[config.mk]
export PLATFORM = sky130hd
export DESIGN_NAME = lcd_bus_writer
export DESIGN_NICKNAME = d
export VERILOG_FILES = /design/src/rtl/lcd_bus_writer.sv
export SDC_FILE = /design/constraint.sdc
export NUM_CORES = 1
export LEC_CHECK = 0
export CORE_MARGIN = 5
export CORE_UTILIZATION = 51
export CTS_CLUSTER_DIAMETER = 60
export DETAILED_ROUTE_END_ITERATION = 16
export GPL_TIMING_DRIVEN = 1
export HOLD_SLACK_MARGIN = 0.08
export PLACE_DENSITY = 0.77
export SLEW_MARGIN = 30
export SYNTH_ARGS = -nofsm -noshare
export SYNTH_HDL_FRONTEND = slang
export SYNTH_SLANG_ARGS = --single-unit
export TNS_END_PERCENT = 100
[constraint.sdc]
create_clock -name iCLK -period 2.1 [get_ports iCLK]
set_clock_uncertainty 0.05 [all_clocks]
set_input_delay 0.525 -clock iCLK [delete_from_list [all_inputs] [get_ports iCLK]]
set_output_delay 0.525 -clock iCLK [all_outputs]
set_load 0.02 [all_outputs]
[src/rtl/lcd_bus_writer.sv]
// lcd_bus_writer: HD44780 write-only bus stage. It latches byte/RS, times the setup,
// the EN pulse, the hold and the execution wait, then pulses oDone.
`default_nettype none

module lcd_bus_writer #(
  parameter int SETUP_CYC     = 4,
  parameter int EN_HIGH_CYC   = 16,
  parameter int HOLD_CYC      = 4,
  parameter int EXEC_CYC      = 2000,
  parameter int LONG_EXEC_CYC = 80000
) (
  input  logic       iCLK,
  input  logic       iRST,
  input  logic [7:0] iDATA,
  input  logic       iRS,
  input  logic       iStart,
  output logic       oBusy,
  output logic       oDone,
  output logic [7:0] LCD_DATA,
  output logic       LCD_RW,
  output logic       LCD_EN,
  output logic       LCD_RS
);

  localparam int MAX_A   = (SETUP_CYC > EN_HIGH_CYC) ? SETUP_CYC : EN_HIGH_CYC;
  localparam int MAX_B   = (HOLD_CYC > EXEC_CYC) ? HOLD_CYC : EXEC_CYC;
  localparam int MAX_C   = (MAX_A > MAX_B) ? MAX_A : MAX_B;
  localparam int MAX_CYC = (MAX_C > LONG_EXEC_CYC) ? MAX_C : LONG_EXEC_CYC;
  localparam int CNT_W   = $clog2(MAX_CYC + 1);

  // Each phase loads N-1 so that it lasts exactly N cycles including the exit edge.
  localparam logic [CNT_W-1:0] SETUP_LOAD = CNT_W'(SETUP_CYC - 1);
  localparam logic [CNT_W-1:0] EN_LOAD    = CNT_W'(EN_HIGH_CYC - 1);
  localparam logic [CNT_W-1:0] HOLD_LOAD  = CNT_W'(HOLD_CYC - 1);
  localparam logic [CNT_W-1:0] EXEC_LOAD  = CNT_W'(EXEC_CYC - 1);
  localparam logic [CNT_W-1:0] LONG_LOAD  = CNT_W'(LONG_EXEC_CYC - 1);

  typedef enum logic [2:0] {
    IDLE  = 3'd0,
    SETUP = 3'd1,
    EN_HI = 3'd2,
    HOLD  = 3'd3,
    EXEC  = 3'd4,
    DONE  = 3'd5
  } state_t;

  state_t           state;
  logic [CNT_W-1:0] cnt;
  logic             long_exec;
  logic             is_long;
  logic             cnt_zero;

  // Clear display (01) and return home (02/03) need the long execution wait.
  assign is_long  = !iRS && (iDATA == 8'h01 || iDATA == 8'h02 || iDATA == 8'h03);
  assign cnt_zero = (cnt == '0);
  assign LCD_RW   = 1'b0;

  always_ff @(posedge iCLK or posedge iRST) begin
    if (iRST) begin
      state     <= IDLE;
      cnt       <= '0;
      long_exec <= 1'b0;
      LCD_EN    <= 1'b0;
      LCD_RS    <= 1'b0;
      LCD_DATA  <= 8'h00;
      oBusy     <= 1'b0;
      oDone     <= 1'b0;
    end else begin
      case (state)
        // The edge that leaves DONE may also accept, giving back-to-back writes at T+1.
        IDLE, DONE: begin
          oDone <= 1'b0;
          if (iStart) begin
            LCD_DATA  <= iDATA;
            LCD_RS    <= iRS;
            long_exec <= is_long;
            cnt       <= SETUP_LOAD;
            oBusy     <= 1'b1;
            state     <= SETUP;
          end else begin
            oBusy <= 1'b0;
            state <= IDLE;
          end
        end
        SETUP: begin
          if (cnt_zero) begin
            LCD_EN <= 1'b1;
            cnt    <= EN_LOAD;
            state  <= EN_HI;
          end else begin
            cnt <= cnt - 1'b1;
          end
        end
        EN_HI: begin
          if (cnt_zero) begin
            LCD_EN <= 1'b0;
            cnt    <= HOLD_LOAD;
            state  <= HOLD;
          end else begin
            cnt <= cnt - 1'b1;
          end
        end
        HOLD: begin
          if (cnt_zero) begin
            cnt   <= long_exec ? LONG_LOAD : EXEC_LOAD;
            state <= EXEC;
          end else begin
            cnt <= cnt - 1'b1;
          end
        end
        EXEC: begin
          if (cnt_zero) begin
            oDone <= 1'b1;
            state <= DONE;
          end else begin
            cnt <= cnt - 1'b1;
          end
        end
        default: begin
          LCD_EN <= 1'b0;
          oBusy  <= 1'b0;
          oDone  <= 1'b0;
          cnt    <= '0;
          state  <= IDLE;
        end
      endcase
    end
  end

endmodule

`default_nettype wire

==> results.py, run 1 <==
metrics = {
    "hold_path": {
        "hold_start": "LCD_DATA[2]",
        "min_to": "LCD_DATA[2]",
        "hold_depth": 1,
        "hold_path.class": "reg -> reg",
    },
    "global_route": {
        "antenna_found_initial": 0,
        "track_usage_pct": 26.61,
        "gr-total-overflow": 0,
        "grt_first_pass_wirelength_um": 11300,
        "grt_pass1_vias": 2336,
        "grt_start_max_net_pins": 34,
    },
    "routing": {
        "vias_per_cell": 6.456,
        "ant_nets": 0,
        "wirelength_um": 7420,
        "drt_first_pass_iters": 4,
        "routedWlPerCell_um": 19.89,
        "drcViolationCount": 0,
        "drtIter0Drc": 355,
        "vias": 2408,
    },
    "yosys": {
        "synth_top_family_by_area": "simple AND/OR/NAND/NOR gates",
        "synth-seq-cells": 33,
        "avgSynthCellArea_um2": 8.815,
        "synth-xor-area-share_pct": 0.8111,
        "synth_top_flop_cell": "dfrtp_1",
        "synth_adder_area_share_pct": 1.159,
        "ys_seq_area_share_pct": 38.24,
        "synthArstFlopShare_pct": 100.0,
        "yosysWarnings": 0,
        "synth-edff-count": 0,
        "synthMuxAreaShare_pct": 5.214,
        "syn_inst": 245,
        "synth_compound_area_share_pct": 24.68,
        "syn_nets": 259,
        "synth_area_um2": 2160,
        "synth_cell_types": 58,
        "yosys.area_share.simple_pct": 24.68,
    },
    "finish": {
        "area_growth_pct": 47.05,
        "final_area_um2": 3176,
        "layout.nets": 336,
        "drive_gt1_share_pct": 37.46,
        "diodes": 0,
        "multi_input_area_um2": 1384,
        "regArea_um2": 825.8,
        "fillCellCount": 241,
    },
    "timing": {
        "finalHoldViolCount": 0,
        "post-route-period-util_pct": 102.1,
        "finalMaxSlewViolations": 0,
        "setup_viol": 5,
        "fmax_mhz": 466.3,
        "grt_setup_unrepaired": "yes",
        "setup_slack_ps": -44.38,
        "min_period_ps": 2144,
    },
    "pwr": {
        "p_total_w": 0.003759,
        "ir_drop_mv": 0.7743,
        "p_per_area_nw_per_um2": 1184,
        "leakage_nw": 1.321,
    },
    "cts": {
        "clk_latency_ps": 290,
        "cts_buffers": 5,
        "htreeDepth": 2,
        "root_buffer": "clkbuf_8",
        "cts_sinks": 33,
        "cts_buffer_depth": 2,
        "tritoncts": "done",
        "path_clk_slew_ps": 70,
    },
    "run_status": {
        "failed_checks": "setup timing",
        "status": "complete, but fails checks",
    },
    "worst_setup_path": {
        "worstPathRequired_ps": 2280,
        "r2r_slack_ps": -40,
        "path_max_fanout": 7,
        "arrival_ps": 2330,
        "start_kind": "flip-flop",
        "cp-end-kind": "flip-flop",
        "r2r-end": "cnt[5]",
        "reg2reg_depth": 6,
        "r2r-start": "cnt[13]",
        "worstSetupPathType": "reg -> reg",
    },
    "placed_design": {
        "io_buffers": 23,
        "gp_congestion": 0.9480,
        "dp_hpwl_um": 4736,
        "place_area_um2": 2776,
    },
    "floorplan": {
        "start_util_pct": 53.22,
        "ios": 25,
        "fp.dieW_um": 75.07,
        "rows": 23,
        "core-area_um2": 4058,
        "die_h_um": 75.07,
        "dieArea_um2": 5636,
    },
    "run": {
        "maxCapViolations": 0,
    },
}
-- stage by stage --
| stage | setup TNS, ps | hold slack (ps) | worst slack (ps) | utilization [%] | std cells |
|---|---|---|---|---|---|
| 2_1_floorplan | 0 | 451.9 | 20.07 | - | 245 |
| 3_3_place_gp | -276.8 | 437.1 | -61.83 | 68.42 | 355 |
| 3_5_place_dp | -403.1 | 450.1 | -112.2 | 68.42 | 355 |
| 4_1_cts | -27.87 | 468.2 | -14.06 | 73.70 | 369 |
| 5_1_grt | -973.9 | 480.6 | -139.9 | 78.26 | 373 |
| 6_report | -140.8 | 462.5 | -44.38 | 78.26 | 373 |
-- synth_stat cells, types with 2 or more instances --
library cell  count  area (um^2)
ha_1              2        25.02
a2111oi_0         3        26.28
a211oi_1          6        45.04
nor3b_1           2        15.01
a21oi_1          13        65.06
and3_1            2        12.51
clkbuf_1          7        26.28
or2_2             2        12.51
buf_2             3        15.01
nor2b_1           3        18.77
o31ai_2           2        25.02
inv_1             8        30.03
nand4_1           3        18.77
o21ai_0          28        140.1
dfrtp_1          33        825.8
mux2_2           10        112.6
o221ai_1          2        17.52
nor4_1            6        37.54
nand2_1          27        101.4
nand3_1           5        25.02
a211o_1           3        26.28
a32o_1            2        20.02
buf_6             2        22.52
nor3_1           13        65.06
buf_1             2        7.510
or3_1             4        25.02
o211ai_1          2        15.01
o31ai_1           4        30.03
nor2_1           15        56.30
or4_1             3        22.52
-- metal layers --
metal | GRT usage [%] | up-vias | wire (um)
met1 | 33.22 | 1151 | 2719
met2 | 44.20 | 134 | 3732
met5 | 0 | - | 0
met4 | 11.66 | 0 | 364
li1 | - | 1083 | -
met3 | 5.741 | 40 | 603
-- layout make-up --
| cell class | count | area share [%] |
|---|---|---|
| clock buffers | 5 | 2.167 |
| clock inverters | 3 | 2.049 |
| inverters | 8 | 0.9456 |
| multi-input cells | 189 | 43.58 |
| flip-flops and latches | 33 | 26.00 |
| well taps | 50 | 1.970 |
| repair buffers | 85 | 23.29 |
-- cell families after synthesis --
family          Yosys count
compound gates           79
xor+xnor                  2
fa+ha+maj                 2
buf+inv                  23
flops                    33
mux                      10
other cells               1
simple gates             95
-- report_power, final --
part / leakage [nW] / internal, W / switching (W)
Sequential: 0.407 / 0.000889 / 0.000245
Combinational: 0.846 / 0.000911 / 0.00100
Clock: 0.0681 / 0.000471 / 0.000242
-- cells in the final DEF (no fill, tap or decap), types with 6 or more instances in the layout --
cell,n
nand2_1,25
mux2_2,10
nor3_1,10
a21oi_1,9
clkdlybuf4s50_1,23
o21ai_2,6
o21ai_1,7
buf_4,55
inv_1,8
nor2_1,11
o21ai_0,16
dfrtp_1,33
-- what timing repair did --
action,in CTS,in global routing
hold buffers,0,0
setup buffers,6,4
endpoints found under the setup margin,8,18
pin swaps,6,18
gates resized for setup,11,42
cloned,0,0
-- worst max-delay path, cell delays in order (launching register included) --
cell and delay (ps):
dfrtp_1 410, nor4_4 370, nand4_4 240, or2_4 340
or3_4 390, o221ai_1 100, a32o_1 190
-- registers in the layout, summed over array words and instances (netlist names) --
register	count
oBusy	1
LCD_DATA	8
state	3
oDone	1
LCD_EN	1
LCD_RS	1
cnt	17
long_exec	1
-- worst max path at each step --
stage | start | end | slack [ps] | cells past startpoint
global placement | iStart | cnt[11] | -60 | 6
floorplan | cnt[0] | cnt[3] | 20 | 9
finish | cnt[13] | cnt[5] | -40 | 6
detailed placement | iStart | cnt[3] | -110 | 5
CTS | cnt[15] | cnt[11] | -10 | 6
global route | cnt[13] | cnt[8] | -140 | 7
No activity file was read; power rests on OpenSTA's default activity.
==> inputs of run 2 (changes only) <==
TNS_END_PERCENT = 5   (was 100)
==> results.py, run 2 (synthesis results as in run 1) <==
metrics = {
    "global_route": {
        "grt_first_pass_wirelength_um": 11300,
        "grt_start_max_net_pins": 34,
        "grt_pass1_vias": 2337,
        "track_usage_pct": 26.61,
        "gr-total-overflow": 0,
        "antenna_found_initial": 0,
    },
    "run_status": {
        "status": "complete, but fails checks",
        "failed_checks": "setup timing",
    },
    "finish": {
        "drive_gt1_share_pct": 34.38,
        "area_growth_pct": 43.97,
        "final_cell_mix": "52 x buf_4, 33 x dfrtp_1, 25 x nand2_1",
        "final_area_um2": 3109,
        "fillCellCount": 249,
        "final_common_cell": "buf_4",
        "finalCoreUtilization_pct": 76.63,
        "largest_register": "cnt",
        "largest_reg_flops": 17,
        "top_regs": "cnt: 17 flops, LCD_DATA: 8 flops, state: 3 flops",
        "diodes": 0,
        "layout.nets": 333,
    },
    "routing": {
        "drtIter0Drc": 366,
        "vias_per_cell": 6.424,
        "drt_first_pass_iters": 5,
        "route.met2.wl_um": 3537,
        "vias": 2377,
        "drcViolationCount": 0,
        "wirelength_um": 7072,
        "routedWlPerCell_um": 19.11,
        "routed.top_layer": "met4",
        "ant_nets": 0,
        "wl_met1_um": 2699,
        "met3RoutedLength_um": 562,
    },
    "cts": {
        "tritoncts": "done",
        "cts_sinks": 33,
        "hold_buffers": 0,
        "path_clk_slew_ps": 70,
        "cts_buffer_depth": 2,
        "root_buffer": "clkbuf_8",
        "htreeDepth": 2,
        "cts_buffers": 5,
        "clk_latency_ps": 290,
    },
    "pwr": {
        "ir_drop_mv": 0.8329,
        "p_int_w": 0.002251,
        "clock_power_share_pct": 19.3,
        "leakage_nw": 1.294,
        "p_switching_w": 0.001437,
        "seqPwrFrac_pct": 30.5,
        "p_per_area_nw_per_um2": 1186,
        "swShare_pct": 38.97,
        "combPwrFrac_pct": 50.2,
    },
    "timing": {
        "finalMaxSlewViolations": 0,
        "post-route-period-util_pct": 102.9,
        "holdWs_ps": 462.5,
        "setup_slack_ps": -61.84,
        "setup_viol": 5,
        "min_period_ps": 2162,
        "fmax_mhz": 462.6,
        "finalHoldViolCount": 0,
        "grt_setup_unrepaired": "yes",
    },
    "worst_setup_path": {
        "path_cells": "nor4_4, nand4_4, or2_4, or3_4, o221ai_1, a32o_1",
        "start_kind": "flip-flop",
        "worstPathRequired_ps": 2280,
        "arrival_ps": 2340,
        "cp-end-kind": "flip-flop",
        "slowest_delay_ps": 410,
        "path_max_fanout": 7,
        "cpMaxStageDelayCell": "dfrtp_1",
        "worstSetupPathType": "reg -> reg",
    },
    "placed_design": {
        "gp_congestion": 0.9480,
        "place_area_um2": 2776,
        "dp_hpwl_um": 4736,
        "io_buffers": 23,
        "pre_cts_ws_ps": -112.2,
    },
    "floorplan": {
        "fp.dieW_um": 75.07,
        "start_util_pct": 53.22,
        "core-area_um2": 4058,
        "ios": 25,
        "die_h_um": 75.07,
        "dieArea_um2": 5636,
        "rows": 23,
    },
    "run": {
        "maxCapViolations": 0,
    },
    "hold_path": {
        "hold_path.class": "reg -> reg",
    },
}
[run 2: cell count changes in the layout (fill, tap and decap cells not counted), moves of 2 or more]
cell,before,now
a21oi_1,9,11
a21oi_2,4,2
buf_4,55,52
o21ai_0,16,21
o21ai_2,6,2
[run 2: repair_timing]
item | 4_1_cts | 5_1_grt
pin swaps | 6 | 14
buffers inserted | 6 | 1
gates cloned | 0 | 0
gates resized for setup | 11 | 28
setup endpoints to repair | 8 | 18
[run 2: metrics by stage]
| step | std cells | power [W] | setup TNS [ps] |
|---|---|---|---|
| after floorplan | 245 | 0.001988 | 0 |
| after global placement | 355 | 0.002718 | -276.8 |
| after detailed placement | 355 | 0.002765 | -403.1 |
| after CTS | 369 | 0.003548 | -27.87 |
| after global routing | 370 | 0.003901 | -1285 |
| final | 370 | 0.003689 | -197.9 |
[run 2: final timing paths]
kind	startpoint	to	slack (ps)	cells after the start
max reg2reg	cnt[13]	cnt[5]	-60	6
max	cnt[13]	cnt[5]	-60	6
min	LCD_DATA[2]	LCD_DATA[2]	460	1
min in group asynchronous	iRST	cnt[5]	580	3
max in group asynchronous	iRST	state[1]	1120	3
min reg2reg	LCD_DATA[2]	LCD_DATA[2]	460	1
[run 2: per-layer routing]
metal / up-vias / GRT usage (%)
li1: 1073 / -
met4: 0 / 11.66
met2: 127 / 44.20
met3: 35 / 5.741
met1: 1142 / 33.22
met5: - / 0
[run 2: final cells by class]
| class | count | area [um^2] | area share, % |
|---|---|---|---|
| multi-input cells | 189 | 1340 | 43.10 |
| repair buffers | 82 | 716.9 | 23.06 |
| flip-flops and latches | 33 | 825.8 | 26.56 |
| well taps | 50 | 62.56 | 2.012 |
| clock buffers | 5 | 68.82 | 2.213 |
| inverters | 8 | 30.03 | 0.9658 |
| clock inverters | 3 | 65.06 | 2.093 |
[run 2: worst max-delay path: cells and delay by family, from the launching register on]
kind,cells,cell delay (ps)
simple gates,4,1350
flops,1,410
compound gates,2,300
[run 2: power groups by stage]
stage	registers, W	logic [W]	clock network, W
floorplan	0.00124	0.000748	0
global placement	0.00110	0.00162	0
detailed placement	0.00112	0.00165	0
CTS	0.00111	0.00172	0.000717
global route	0.00115	0.00201	0.000739
finish	0.00112	0.00185	0.000713
==> inputs of run 3 (changes only) <==
CORE_UTILIZATION = 57   (was 51)
DONT_BUFFER_PORTS = 1   (was unset)
PLACE_DENSITY = 0.75   (was 0.77)
==> results.py, run 3 (synthesis results as in run 1) <==
metrics = {
    "finish": {
        "regArea_um2": 825.8,
        "finalCoreUtilization_pct": 73.55,
        "layout.nets": 302,
        "diodes": 0,
        "top_regs": "cnt: 17 flops, LCD_DATA: 8 flops, state: 3 flops",
        "area_growth_pct": 24.68,
        "largest_register": "cnt",
        "drive_gt1_share_pct": 32.53,
        "fillCellCount": 271,
        "largest_reg_flops": 17,
        "final_cell_mix": "50 x buf_4, 33 x dfrtp_1, 26 x nand2_1",
        "final_common_cell": "buf_4",
        "final_area_um2": 2693,
        "multi_input_area_um2": 1275,
    },
    "placed_design": {
        "dp_hpwl_um": 4393,
        "io_buffers": 0,
        "place_area_um2": 2486,
        "pre_cts_ws_ps": -49.13,
        "gp_congestion": 0.9806,
    },
    "timing": {
        "grt_setup_unrepaired": "yes",
        "setup_slack_ps": -45.66,
        "post-route-period-util_pct": 102.2,
        "min_period_ps": 2146,
        "fmax_mhz": 466.1,
        "finalMaxSlewViolations": 0,
        "tns_ps": -61.47,
        "setup_viol": 2,
        "finalHoldViolCount": 0,
    },
    "run_status": {
        "failed_checks": "setup timing",
        "status": "complete, but fails checks",
    },
    "worst_setup_path": {
        "cp-end-kind": "flip-flop",
        "r2r_slack_ps": -50,
        "start_kind": "flip-flop",
        "worstPathRequired_ps": 2290,
        "path_max_fanout": 3,
        "cpMaxStageDelayCell": "dfrtp_1",
        "worstSetupPathType": "reg -> reg",
        "path_cells": "nor4_4, buf_4, and4_4, nand2_1, or3_1, a211oi_2, a311o_1",
        "slowest_delay_ps": 430,
        "arrival_ps": 2330,
    },
    "floorplan": {
        "dieArea_um2": 5119,
        "die_h_um": 71.55,
        "core-area_um2": 3661,
        "start_util_pct": 58.99,
        "rows": 22,
        "fp.dieW_um": 71.55,
        "ios": 25,
    },
    "cts": {
        "hold_buffers": 0,
        "cts_buffers": 5,
        "cts_buffer_depth": 2,
        "cts_sinks": 33,
        "tritoncts": "done",
        "clk_latency_ps": 290,
        "path_clk_slew_ps": 80,
        "root_buffer": "clkbuf_8",
        "htreeDepth": 2,
    },
    "routing": {
        "vias_per_cell": 6.674,
        "drcViolationCount": 0,
        "drtIter0Drc": 252,
        "drt_first_pass_iters": 5,
        "ant_nets": 0,
        "vias": 2249,
        "wirelength_um": 6329,
        "routedWlPerCell_um": 18.78,
    },
    "global_route": {
        "track_usage_pct": 25.13,
        "antenna_found_initial": 0,
        "grt_start_max_net_pins": 34,
        "grt_pass1_vias": 2120,
        "gr-total-overflow": 0,
        "grt_first_pass_wirelength_um": 10120,
    },
    "pwr": {
        "leakage_nw": 1.125,
        "p_per_area_nw_per_um2": 1208,
        "ir_drop_mv": 0.8260,
        "p_total_w": 0.003254,
    },
    "hold_path": {
        "hold_path.class": "in -> async",
    },
    "run": {
        "maxCapViolations": 0,
    },
}
## run 3: what timing repair did
item / CTS / global route
buffers inserted: 0 / 5
setup endpoints to repair: 6 / 15
gates cloned: 0 / 0
pin swaps: 0 / 8
gates resized for setup: 4 / 16
## run 3: where the power goes
part | leakage, nW | switching (W) | internal, W
logic | 0.664 | 0.000713 | 0.000666
clock network | 0.0543 | 0.000263 | 0.000355
registers | 0.407 | 0.000367 | 0.000889
total | 1.13 | 0.00134 | 0.00191
## run 3: layout make-up
type / count / area share (%)
timing repair buffer: 51 / 14.36
multi-input combinational: 189 / 47.35
inverter: 8 / 1.115
clock inverter: 3 / 1.719
clock buffer: 5 / 2.556
sequential: 33 / 30.67
tap: 48 / 2.230
## run 3: critical path: cells and delay by family, from the launching register on
kind / cells / cell delay, ps
flip-flops: 1 / 430
AND/OR/NAND/NOR: 4 / 1100
buffers and inverters: 1 / 180
AO/OA/AOI/OAI: 2 / 340
## run 3: final timing paths
kind	from	to	cells past startpoint
max	cnt[15]	cnt[9]	7
min	iRST	cnt[16]	2
max reg2reg	cnt[15]	cnt[9]	7
min reg2reg	cnt[11]	cnt[11]	1
max in group asynchronous	iRST	state[0]	2
min in group iCLK	iDATA[4]	LCD_DATA[4]	1
## run 3: layer usage
| layer | GRT usage, % | wire, um |
|---|---|---|
| met1 | 31.97 | 2564 |
| met2 | 40.51 | 2960 |
| met3 | 5.750 | 491 |
| met4 | 11.69 | 313 |
| met5 | 0 | 0 |
## run 3: stage by stage
step	cells	hold slack, ps
2_1_floorplan	245	451.9
3_3_place_gp	324	486.2
3_5_place_dp	324	488.5
4_1_cts	332	170.6
5_1_grt	337	192.1
6_report	337	161.1
==> edit 1, RTL diff (settings of run 3) <==
`EXEC_CYC`: 2000 -> 4000.
--- a/src/rtl/lcd_bus_writer.sv
+++ b/src/rtl/lcd_bus_writer.sv
@@ -7,5 +7,5 @@
   parameter int EN_HIGH_CYC   = 16,
   parameter int HOLD_CYC      = 4,
-  parameter int EXEC_CYC      = 2000,
+  parameter int EXEC_CYC      = 4000,
   parameter int LONG_EXEC_CYC = 80000
 ) (
Check against the original RTL: same outputs for any inputs over 10 cycles, from zero or initial values and one cycle with iRST high; that may be too few to reach the edited logic, so the function may still have changed.
==> edit 1 against run 3 <==
The run still ends with negative setup slack left. Sequential share of layout area is 3.5 points higher. Synthesized area is 7.6% lower. Maximum frequency is 0.83% higher. Worst setup slack better by 0.018 ns. Sequential cell count stayed put. Wire length is 12% lower. Non-clock buffer count is 16 lower. Design area is 10% lower. First-iteration DRC count is 35% lower.
Power is not compared: it rests on default switching activity, and its combinational part moved more than twofold at a synthesized area within 25%.
==> edit 1: results (changes against run 3) <==
outcome:
  status: "complete, but fails checks"  # unchanged
  violations: "negative setup slack"  # unchanged
placed_design:
  gp_congestion: 0.9191  # was 0.9806
  portBuffers: 0  # unchanged
  dp_hpwl_um: 4016  # was 4393 um
  dp_cells: 286  # was 324
  placed_area_sq_um: 2198  # was 2486 sq um
cells_and_area:
  design.seq.count: 33  # unchanged
  area_delta_synth_final_pct: 21.52  # was 24.68%
  nonClkBufAreaFrac_pct: 11.15  # was 14.36%
  inv_count: 7  # was 8
  clock_area_share_pct: 2.478  # was 4.275%
  multi_input_cells: 172  # was 189
  seq_area_sq_um: 827.0  # was 825.8 sq um
  num-fill-cells: 264  # was 271
  fin_nets: 268  # was 302
  buffers: 35  # was 51
  drive_gt1_share_pct: 30.20  # was 32.53%
grt:
  grt_max_degree: 19  # was 34
  grt_pass1_vias: 1930  # was 2120
  grt_use_met1_pct: 28.93  # was 31.97%
  grt_util_all_layers_pct: 23.37  # was 25.13%
  met2_usage_pct: 38.45  # was 40.51%
  globalRouteMet3Util_pct: 6.541  # was 5.750%
  grt_pass1_wl_um: 9170  # was 10120 um
logic_synthesis:
  synth_area_per_cell_sq_um: 8.864  # was 8.815 sq um
  ys_top_cells_by_count: "dfrtp_1 (33), nand2_1 (21), nor2_1 (18), o21ai_0 (18), a21oi_1 (12)"  # was dfrtp_1 (33), o21ai_0 (28), nand2_1 (27)
  synth_fp_nets: 239  # was 259
  synth.distinct_cells: 53  # was 58
  synth.area.top_cells: "dfrtp_1 (41%), mux2_2 (5.1%), o21ai_0 (4.5%)"  # was dfrtp_1 (38%), o21ai_0 (6.5%), mux2_2 (5.2%)
  seq_area_frac_synth_pct: 41.41  # was 38.24%
detailed_routing:
  viasPerCell: 6.478  # was 6.674
  wl_met1_um: 2220  # was 2564 um
  first_iter_violations: 163  # was 252
  wl_met2_um: 2767  # was 2960 um
  wl_per_cell_um: 18.45  # was 18.78 um
  met3_length_um: 427  # was 491 um
  routed_wl_um: 5552  # was 6329 um
hold_path:
  worstHoldPathType: "input pin to flop"  # was input pin to async pin
  holdPathStages: 1
worst_setup_path:
  max_stage_delay_ns: 0.54  # was 0.43 ns
  reg2reg_from: "cnt[1]"  # was cnt[15]
  cp-startpoint: "cnt[1]"  # was cnt[15]
  cp.arrival_ns: 2.31  # was 2.33 ns
  cp_slowest_cell: "or4_4"  # was dfrtp_1
  endpoint: "cnt[11]"  # was cnt[9]
timing:
  layout_setup_ws_ns: -0.02793  # was -0.04566 ns
  finalSetupViolations: 1  # was 2
cts:
  clk_pin_slew_worst_paths_ns: 0.11  # was 0.08 ns
  cts-root-buf: "clkbuf_4"  # was clkbuf_8
  clock_latency_ns: 0.35  # was 0.29 ns
power_and_ir_drop:
  ir_drop_uv: 394.8
  leakagePower_nw: 0.9633
-- edit 1: cell types whose count changed after synthesis, sizes merged, moves of 4 or more --
cell,delta
nand2,-7
a211oi,-5
nor3,-5
o31ai,-4
and2,+4
o211ai,+8
-- edit 1: worst register-to-register path, delay by kind of cell, from the launching register on --
family,cells,cell delay (ns)
AND/OR/NAND/NOR,5,1.30
buffers and inverters,1,0.14
AO/OA/AOI/OAI,1,0.13
flip-flops,1,0.40
-- edit 1: through the flow --
stage                     util (%)  setup slack [ns]  hold WS [ns]
after CTS                    67.67         -0.006792        0.2532
after global placement       65.36          0.001992        0.4094
final                        72.06          -0.02793        0.2735
after detailed placement     65.36         -0.004372        0.4194
after floorplan                  -           0.07152        0.4270
after global routing         72.06          -0.05429        0.2436
-- edit 1: repair_timing --
| item | in CTS | in global routing |
|---|---|---|
| setup endpoints to repair | 3 | 18 |
| pin swaps | 0 | 9 |
| setup buffers | 0 | 5 |
| endpoints found under the hold margin | 33 | 0 |
| hold buffers | 1 | 0 |
| cloned | 0 | 1 |
| resized for setup | 2 | 24 |
-- edit 1: where the power goes --
group / leakage [nW] / switching (mW) / total (mW) / internal, mW
Combinational: 0.571 / 0.101 / 0.198 / 0.0965
Sequential: 0.369 / 0.0658 / 0.752 / 0.686
Clock: 0.0234 / 0.240 / 0.369 / 0.129
-- edit 1: cells by family after synthesis --
kind of cell	synth area share [%]
AND/OR/NAND/NOR	24.28
AO/OA/AOI/OAI	22.40
flip-flops	41.41
buffers and inverters	4.517
multiplexers	5.082
adder cells (fa/ha/maj)	1.255
XOR/XNOR	0.8785
other	0.1880
==> edit 2, RTL diff (config.mk and constraints of run 3) <==
Made on the original files. Make the reset (`iRST`) synchronous in one clocked block.
--- a/src/rtl/lcd_bus_writer.sv
+++ b/src/rtl/lcd_bus_writer.sv
@@ -56,5 +56,5 @@
   assign LCD_RW   = 1'b0;
 
-  always_ff @(posedge iCLK or posedge iRST) begin
+  always_ff @(posedge iCLK) begin
     if (iRST) begin
       state     <= IDLE;
Behaviour: differs if iRST is asserted again (counterexample within 4 cycles, from zero or initial values and one cycle with iRST high); with iRST held inactive, the same outputs for 10 cycles.
==> edit 2 against run 3 <==
The run still ends with negative setup slack left. Synthesized area shrank 5.6%. Worst setup slack lost 0.19 ns. Sequential cell count is the same. Design area grew 0.51%. Wire length grew 2.0%. Critical path type unchanged. Critical endpoint is now cnt[10].
Power is not compared: it rests on default switching activity, and its combinational part moved more than twofold at a synthesized area within 25%.
==> edit 2: results (changes against run 3) <==
logic_synthesis:
  synthMuxAreaShare_pct: 4.417  # was 5.214%
  synthArstFlopShare_pct: 0  # was 100.0%
  seq_area_frac_synth_pct: 32.39  # was 38.24%
  synth.area.top_cells: "dfxtp_1 (32%), a21oi_1 (4.9%), nor2_1 (4.8%)"  # was dfrtp_1 (38%), o21ai_0 (6.5%), mux2_2 (5.2%)
  synth_compound_area_share_pct: 25.77  # was 24.68%
  synth_fp_nets: 268  # was 259
  synthAdderAreaFrac_pct: 1.227  # was 1.159%
  netlist_instances: 254  # was 245
  synthXorXnorAreaFrac_pct: 1.718  # was 0.8111%
  synth.distinct_cells: 61  # was 58
grt:
  grt_util_all_layers_pct: 24.49  # was 25.13%
  grt_pass1_wl_um: 9722  # was 10120 um
  grt_max_degree: 36  # was 34
  met2_usage_pct: 40.19  # was 40.51%
  globalRouteMet3Util_pct: 6.522  # was 5.750%
  grt_pass1_vias: 2092  # was 2120
detailed_routing:
  routed_wl_um: 6453  # was 6329 um
  viasPerCell: 6.432  # was 6.674
  vias: 2232  # was 2249
  wl_met1_um: 2647  # was 2564 um
  first_iter_violations: 204  # was 252
  met3_length_um: 490  # was 491 um
placed_design:
  dp_hpwl_um: 4266  # was 4393 um
  gp_congestion: 0.8868  # was 0.9806
  dp_slack_ns: -0.2784  # was -0.04913 ns
  placed_area_sq_um: 2409  # was 2486 sq um
timing:
  layout_setup_ws_ns: -0.2399  # was -0.04566 ns
  setup_tns_ns: -2.665  # was -0.06147 ns
  finalSetupViolations: 18  # was 2
cts:
  clk_pin_slew_worst_paths_ns: 0.12  # was 0.08 ns
  cts_setup_buffers: 2  # was 0
outcome:
  status: "complete, but fails checks"  # unchanged
  violations: "negative setup slack"  # unchanged
cells_and_area:
  fin_nets: 314  # was 302
  drive_gt1_share_pct: 38.21  # was 32.53%
worst_setup_path:
  reg2reg_depth: 5  # was 7
  crit_fanout: 8  # was 3
power_and_ir_drop:
  power_mw: 5.064
## edit 2: how the worst min path moves through the flow
stage,start,end,slack [ns],cells past startpoint
6_report,iRST,cnt[7],0.18,1
3_5_place_dp,long_exec,long_exec,0.45,2
4_1_cts,iRST,oBusy,0.17,1
3_3_place_gp,long_exec,long_exec,0.46,2
2_1_floorplan,cnt[15],cnt[15],0.39,1
5_1_grt,iRST,cnt[7],0.15,1
## edit 2: critical path: stages, from the launching register on
cell and delay (ns):
dfxtp_2 0.34, or4_4 0.60, or4_4 0.67, nand3_4 0.16
o22ai_2 0.08, a221o_1 0.32
## edit 2: layout make-up
cell class,instances,area [sq um]
Sequential cell,33,665.6
Timing Repair Buffer,60,480.5
Inverter,8,30.03
Clock inverter,3,22.52
Clock buffer,5,37.54
Fill cell,215,683.2
Tap cell,46,57.56
Multi-Input combinational cell,192,1413
